===== config.mk =====
export PLATFORM = sky130hd
export DESIGN_NAME = count_wrap_monitor
export DESIGN_NICKNAME = d
export VERILOG_FILES = /design/src/rtl/count_wrap_monitor.sv
export SDC_FILE = /design/constraint.sdc
export NUM_CORES = 1
export LEC_CHECK = 0
export CORE_MARGIN = 5
export CORE_UTILIZATION = 59
export DETAILED_ROUTE_END_ITERATION = 10
export PLACE_DENSITY = 0.89
export SETUP_SLACK_MARGIN = 0.05
export SLEW_MARGIN = 5
export SYNTH_ARGS = -nofsm -noshare
export SYNTH_HDL_FRONTEND = slang
export SYNTH_SLANG_ARGS = --single-unit

===== constraint.sdc =====
create_clock -name clk -period 5.5 [get_ports clk]
set_clock_uncertainty 0.15 [all_clocks]
set_input_delay 0.55 -clock clk [delete_from_list [all_inputs] [get_ports clk]]
set_output_delay 0.55 -clock clk [all_outputs]
set_load 0.005 [all_outputs]

===== src/rtl/count_wrap_monitor.sv =====
// Watches a 4-bit up/down counter for wraps and direction changes and queues
// timestamped event records in a small FIFO. Define WRAP_STAMP_EN for cycle stamps.
module count_wrap_monitor #(
    parameter int unsigned DEPTH = 4
) (
    input  logic                     clk,
    input  logic                     rst,
    input  logic [3:0]               q_in,
    input  logic                     mode_in,
    input  logic                     clr_ovf,
    output logic                     ev_valid,
    input  logic                     ev_ready,
    output logic [15:0]              ev_data,
    output logic [$clog2(DEPTH):0]   ev_count,
    output logic                     overflow,
    output logic [7:0]               wrap_cnt
);

    localparam int unsigned AW = $clog2(DEPTH);
    localparam int unsigned CW = AW + 1;

    typedef struct packed {
        logic [1:0] code;
        logic       mode;
        logic       rsvd;
        logic [3:0] q;
        logic [7:0] stamp;
    } ev_rec_t;

    localparam logic [1:0] CODE_UP   = 2'b01;
    localparam logic [1:0] CODE_DOWN = 2'b10;
    localparam logic [1:0] CODE_DIR  = 2'b11;

    logic          prime_q;
    logic [3:0]    q_prev_q;
    logic          mode_prev_q;

    logic [15:0]   mem_q [DEPTH];
    logic [AW-1:0] wr_ptr_q, wr_ptr_d;
    logic [AW-1:0] rd_ptr_q, rd_ptr_d;
    logic [CW-1:0] count_q,  count_d;
    logic          ev_valid_q, ev_valid_d;
    logic [15:0]   head_q,   head_d;
    logic          ovf_q,    ovf_d;
    logic [7:0]    wrap_q,   wrap_d;

    logic          up_wrap_c, down_wrap_c, dir_chg_c;
    logic          push_c, pop_c, full_c, push_ok_c;
    ev_rec_t       rec_c;
    logic [7:0]    stamp_c;

`ifdef WRAP_STAMP_EN
    logic [7:0] stamp_q;

    always_ff @(posedge clk or negedge rst) begin
        if (!rst) stamp_q <= 8'd0;
        else      stamp_q <= stamp_q + 8'd1;
    end

    assign stamp_c = stamp_q;
`else
    assign stamp_c = 8'd0;
`endif

    // Event detection; nothing fires until the previous-sample registers are primed
    assign up_wrap_c   = prime_q && (q_prev_q == 4'hF) && (q_in == 4'h0) &&  mode_in;
    assign down_wrap_c = prime_q && (q_prev_q == 4'h0) && (q_in == 4'hF) && !mode_in;
    assign dir_chg_c   = prime_q && (mode_in != mode_prev_q);
    assign push_c      = up_wrap_c || down_wrap_c || dir_chg_c;

    always_comb begin
        rec_c       = '0;
        rec_c.mode  = mode_in;
        rec_c.q     = q_in;
        rec_c.stamp = stamp_c;
        if (up_wrap_c)        rec_c.code = CODE_UP;
        else if (down_wrap_c) rec_c.code = CODE_DOWN;
        else                  rec_c.code = CODE_DIR;
    end

    assign pop_c     = ev_valid_q && ev_ready;
    assign full_c    = (count_q == CW'(DEPTH));
    assign push_ok_c = push_c && (!full_c || pop_c);

    // FIFO bookkeeping and the registered head-of-queue view
    always_comb begin
        wr_ptr_d   = wr_ptr_q;
        rd_ptr_d   = rd_ptr_q;
        count_d    = count_q;
        ovf_d      = ovf_q;
        wrap_d     = wrap_q;
        head_d     = '0;
        ev_valid_d = 1'b0;

        if (push_ok_c) wr_ptr_d = wr_ptr_q + AW'(1);
        if (pop_c)     rd_ptr_d = rd_ptr_q + AW'(1);

        if (push_ok_c && !pop_c)      count_d = count_q + CW'(1);
        else if (!push_ok_c && pop_c) count_d = count_q - CW'(1);

        if (push_c && full_c && !pop_c) ovf_d = 1'b1;
        else if (clr_ovf)               ovf_d = 1'b0;

        if ((up_wrap_c || down_wrap_c) && (wrap_q != 8'hFF)) wrap_d = wrap_q + 8'd1;

        // The slot being written this edge is only the next head when the queue was drained to it
        if (count_d != '0) begin
            ev_valid_d = 1'b1;
            if (push_ok_c && (wr_ptr_q == rd_ptr_d)) head_d = rec_c;
            else                                     head_d = mem_q[rd_ptr_d];
        end
    end

    always_ff @(posedge clk or negedge rst) begin
        if (!rst) begin
            prime_q     <= 1'b0;
            q_prev_q    <= 4'h0;
            mode_prev_q <= 1'b0;
            wr_ptr_q    <= '0;
            rd_ptr_q    <= '0;
            count_q     <= '0;
            ev_valid_q  <= 1'b0;
            head_q      <= '0;
            ovf_q       <= 1'b0;
            wrap_q      <= 8'd0;
            for (int i = 0; i < int'(DEPTH); i++) mem_q[i] <= '0;
        end else begin
            prime_q     <= 1'b1;
            q_prev_q    <= q_in;
            mode_prev_q <= mode_in;
            wr_ptr_q    <= wr_ptr_d;
            rd_ptr_q    <= rd_ptr_d;
            count_q     <= count_d;
            ev_valid_q  <= ev_valid_d;
            head_q      <= head_d;
            ovf_q       <= ovf_d;
            wrap_q      <= wrap_d;
            if (push_ok_c) mem_q[wr_ptr_q] <= rec_c;
        end
    end

    assign ev_valid = ev_valid_q;
    assign ev_data  = head_q;
    assign ev_count = count_q;
    assign overflow = ovf_q;
    assign wrap_cnt = wrap_q;

endmodule


==> flow_summary.json <==
{
  "grt_overflow": 0,
  "r2r_cells": 6,
  "grt_pass1_wl_um": 9149,
  "yosysTopAreaCell": "dfrtp_1",
  "p_switching_uw": 574.2,
  "num_vias": 1773,
  "cp.depth": 7,
  "rsz0062_at_grt": "false",
  "die_area_um2": 6301,
  "endpoint": "ev_data[15]$_DFF_PN0_",
  "start_kind": "primary input",
  "grt_pass1_vias": 1828,
  "critical_path.top_delay_family": "simple AND/OR/NAND/NOR gates",
  "fillCellCount": 334,
  "worstReg2RegEnd": "ev_data[15]$_DFF_PN0_",
  "drtIter0Drc": 75,
  "first_pass_iters": 4,
  "initial_core_util_pct": 60.53,
  "pwr-share-clk_pct": 22.7,
  "place_congestion": 0.7766,
  "wl_um": 5379,
  "cts.reportedPaths.clkPinSlew_ns": 0.06,
  "synth.cell_area_um2": 2840,
  "status": "completed",
  "drive_above_1_share_pct": 15.89,
  "fp.dieH_um": 79.38,
  "synthesis.instances": 218,
  "power.internal_uw": 1190,
  "grt_max_degree": 59,
  "clk_latency_ns": 0.34,
  "dp_hpwl_um": 3734,
  "seqCellArea_um2": 1451,
  "p_seq_share_pct": 38.8,
  "cts_tree": "done",
  "ys_warn_count": 0,
  "multi_input_area_um2": 1292,
  "vias_per_cell": 5.683,
  "finalSetupViolations": 0,
  "tightest_slew_ns": 1.106,
  "root_buffer": "clkbuf_8",
  "synth.distinct_cells": 46,
  "worst_setup_path_end_kind": "flip-flop",
  "r2r-start": "q_prev_q[1]$_DFF_PN0_",
  "path_buf_inv": 1,
  "grt_usage_pct": 19.68,
  "cp_cell_sequence": "clkdlybuf4s50_1 -> nor4b_4 -> and4b_1 -> o31ai_2 -> or3_1 -> a31oi_4 -> nor2_1",
  "cp-startpoint": "q_in[1]",
  "synth-main-ff-cell": "dfrtp_1",
  "synthArstFlopShare_pct": 100.0,
  "leakage_uw": 0.001566,
  "synth_seq_area_share_pct": 51.10,
  "ctsResizeCount": 0,
  "hold_buffers": 0,
  "ios": 38,
  "die_w_um": 79.38,
  "wl_per_cell_um": 17.24,
  "area_delta_synth_final_pct": 17.44,
  "finalCritPeriodShare_pct": 52.44,
  "rrSetupSlack_ns": 3.01,
  "yosys_register_bits": 58,
  "slowest_delay_ns": 0.57,
  "p_per_area_nw_per_um2": 528.9,
  "cts_buffers": 9,
  "p_sw_share_pct": 32.55,
  "synth.avg_cell_area_um2": 13.03,
  "yosysMostFrequentCell": "dfrtp_1",
  "core_um2": 4692,
  "power.total_uw": 1764,
  "port_buffers": 28,
  "hold_class": "in2async",
  "cap_viol_max_count": 0,
  "netlist_top_cells_count": "dfrtp_1, mux2_1, nand2_1, o21ai_0",
  "ir_worst_vdd_v": 0.0005294,
  "clock_sinks": 58,
  "setup_tns_ns": 0,
  "ys_top_cells_by_area": "dfrtp_1, mux2_1, mux4_2, ha_1, xnor2_1",
  "antenna_found_initial": 0,
  "comb_power_share_pct": 38.5,
  "critPathArrivalTime_ns": 2.93,
  "num_antenna_cells": 0,
  "crit_type": "in2reg",
  "worstPathRequired_ns": 5.55,
  "antenna_left": 0,
  "yosysTopAreaCellShare_pct": 51.10,
  "drv_slew": 0,
  "critPathMaxFanout": 8,
  "fin_nets": 271,
  "drc": 0,
  "cts_buffer_depth": 2,
  "holdWs_ns": 0.2054,
  "synth_edf_count": 0,
  "min_period_ns": 2.884,
  "post_cts_buffers": 0,
  "max_freq_mhz": 346.7,
  "cp_slowest_cell": "clkdlybuf4s50_1",
  "hold_viol_final": 0,
  "htree_levels": 3,
  "placementRows": 25,
  "relSlewSlack_pct": 26.04
}
## layer usage
metal	wire, um	vias to the layer above	share of wire (%)	global-route usage (%)
met4	108	0	2.0	8.247
met2	2777	34	52	33.59
met1	2294	897	43	23.25
met3	198	11	3.7	5.643
li1	-	831	-	-
met5	0	-	0	0
## layout make-up
cell class | count | share of cell area [%]
well taps | 54 | 2.026
flip-flops and latches | 58 | 43.51
clock buffers | 13 | 5.064
clock inverters | 2 | 1.050
multi-input cells | 146 | 38.75
inverters | 10 | 1.125
repair buffers | 29 | 8.477
## power groups by stage
stage / clock (uW) / sequential (uW) / combinational, uW
after floorplan: 0 / 669 / 479
after global placement: 0 / 682 / 653
after detailed placement: 0 / 690 / 685
after CTS: 408 / 685 / 690
after global routing: 432 / 704 / 750
final: 400 / 684 / 680
## metrics by stage
| stage | instances | instance area (um2) | worst slack [ns] | util, % |
|---|---|---|---|---|
| 5_1_grt | 312 | 3336 | 2.445 | 71.09 |
| 3_5_place_dp | 297 | 3132 | 2.308 | 66.75 |
| 6_report | 312 | 3336 | 2.616 | 71.09 |
| 2_1_floorplan | 226 | 2870 | 3.271 | - |
| 4_1_cts | 312 | 3336 | 2.657 | 71.09 |
| 3_3_place_gp | 297 | 3132 | 2.355 | 66.75 |
## worst min-delay path by stage
| stage | slack [ns] | to | startpoint | depth (start not counted) |
|---|---|---|---|---|
| floorplan | 0.10 | ev_count[0]$_DFF_PN0_ | rst | 0 |
| global placement | 0.31 | mem_q[47]$_DFFE_PN0P_ | mem_q[47]$_DFFE_PN0P_ | 2 |
| detailed placement | 0.32 | mem_q[62]$_DFFE_PN0P_ | mem_q[62]$_DFFE_PN0P_ | 2 |
| CTS | 0.22 | mem_q[11]$_DFFE_PN0P_ | rst | 2 |
| global route | 0.26 | wrap_cnt[4]$_DFFE_PN0P_ | rst | 2 |
| finish | 0.21 | ev_data[15]$_DFF_PN0_ | rst | 2 |
## cell usage in the layout, fill, tap and decap left out, drive strengths merged, types with 5 or more instances in the layout
cell type       n
o21ai          10
mux2i           7
nand3           5
ha              8
conb           10
xnor2          10
nor2            9
dfrtp          58
mux4            7
nand2          21
clkdlybuf4s50  27
inv            10
clkbuf         13
mux2           21
## sequential cells by signal, summed over array words and instances (netlist names)
signal and flops:
prime_q 1, ev_valid 1, q_prev_q 4, mem_q 28, ev_count 3, wr_ptr_q 2, ev_data 7, mode_prev_q 1
rd_ptr_q 2, overflow 1, wrap_cnt 8
## kinds of logic (layout without fill, tap and decap cells)
kind of cell    count (synthesis)  count (layout)  synth area share, %
compound gates                 22              22                6.300
xor+xnor                       14              14                4.582
simple gates                   57              57                13.44
fa+ha+maj                       8               8                3.524
mux                            35              35                16.34
other cells                     2              10               0.2644
flops                          58              58                51.10
buf+inv                        22              54                4.449
Power figures use the tool's default switching activity.
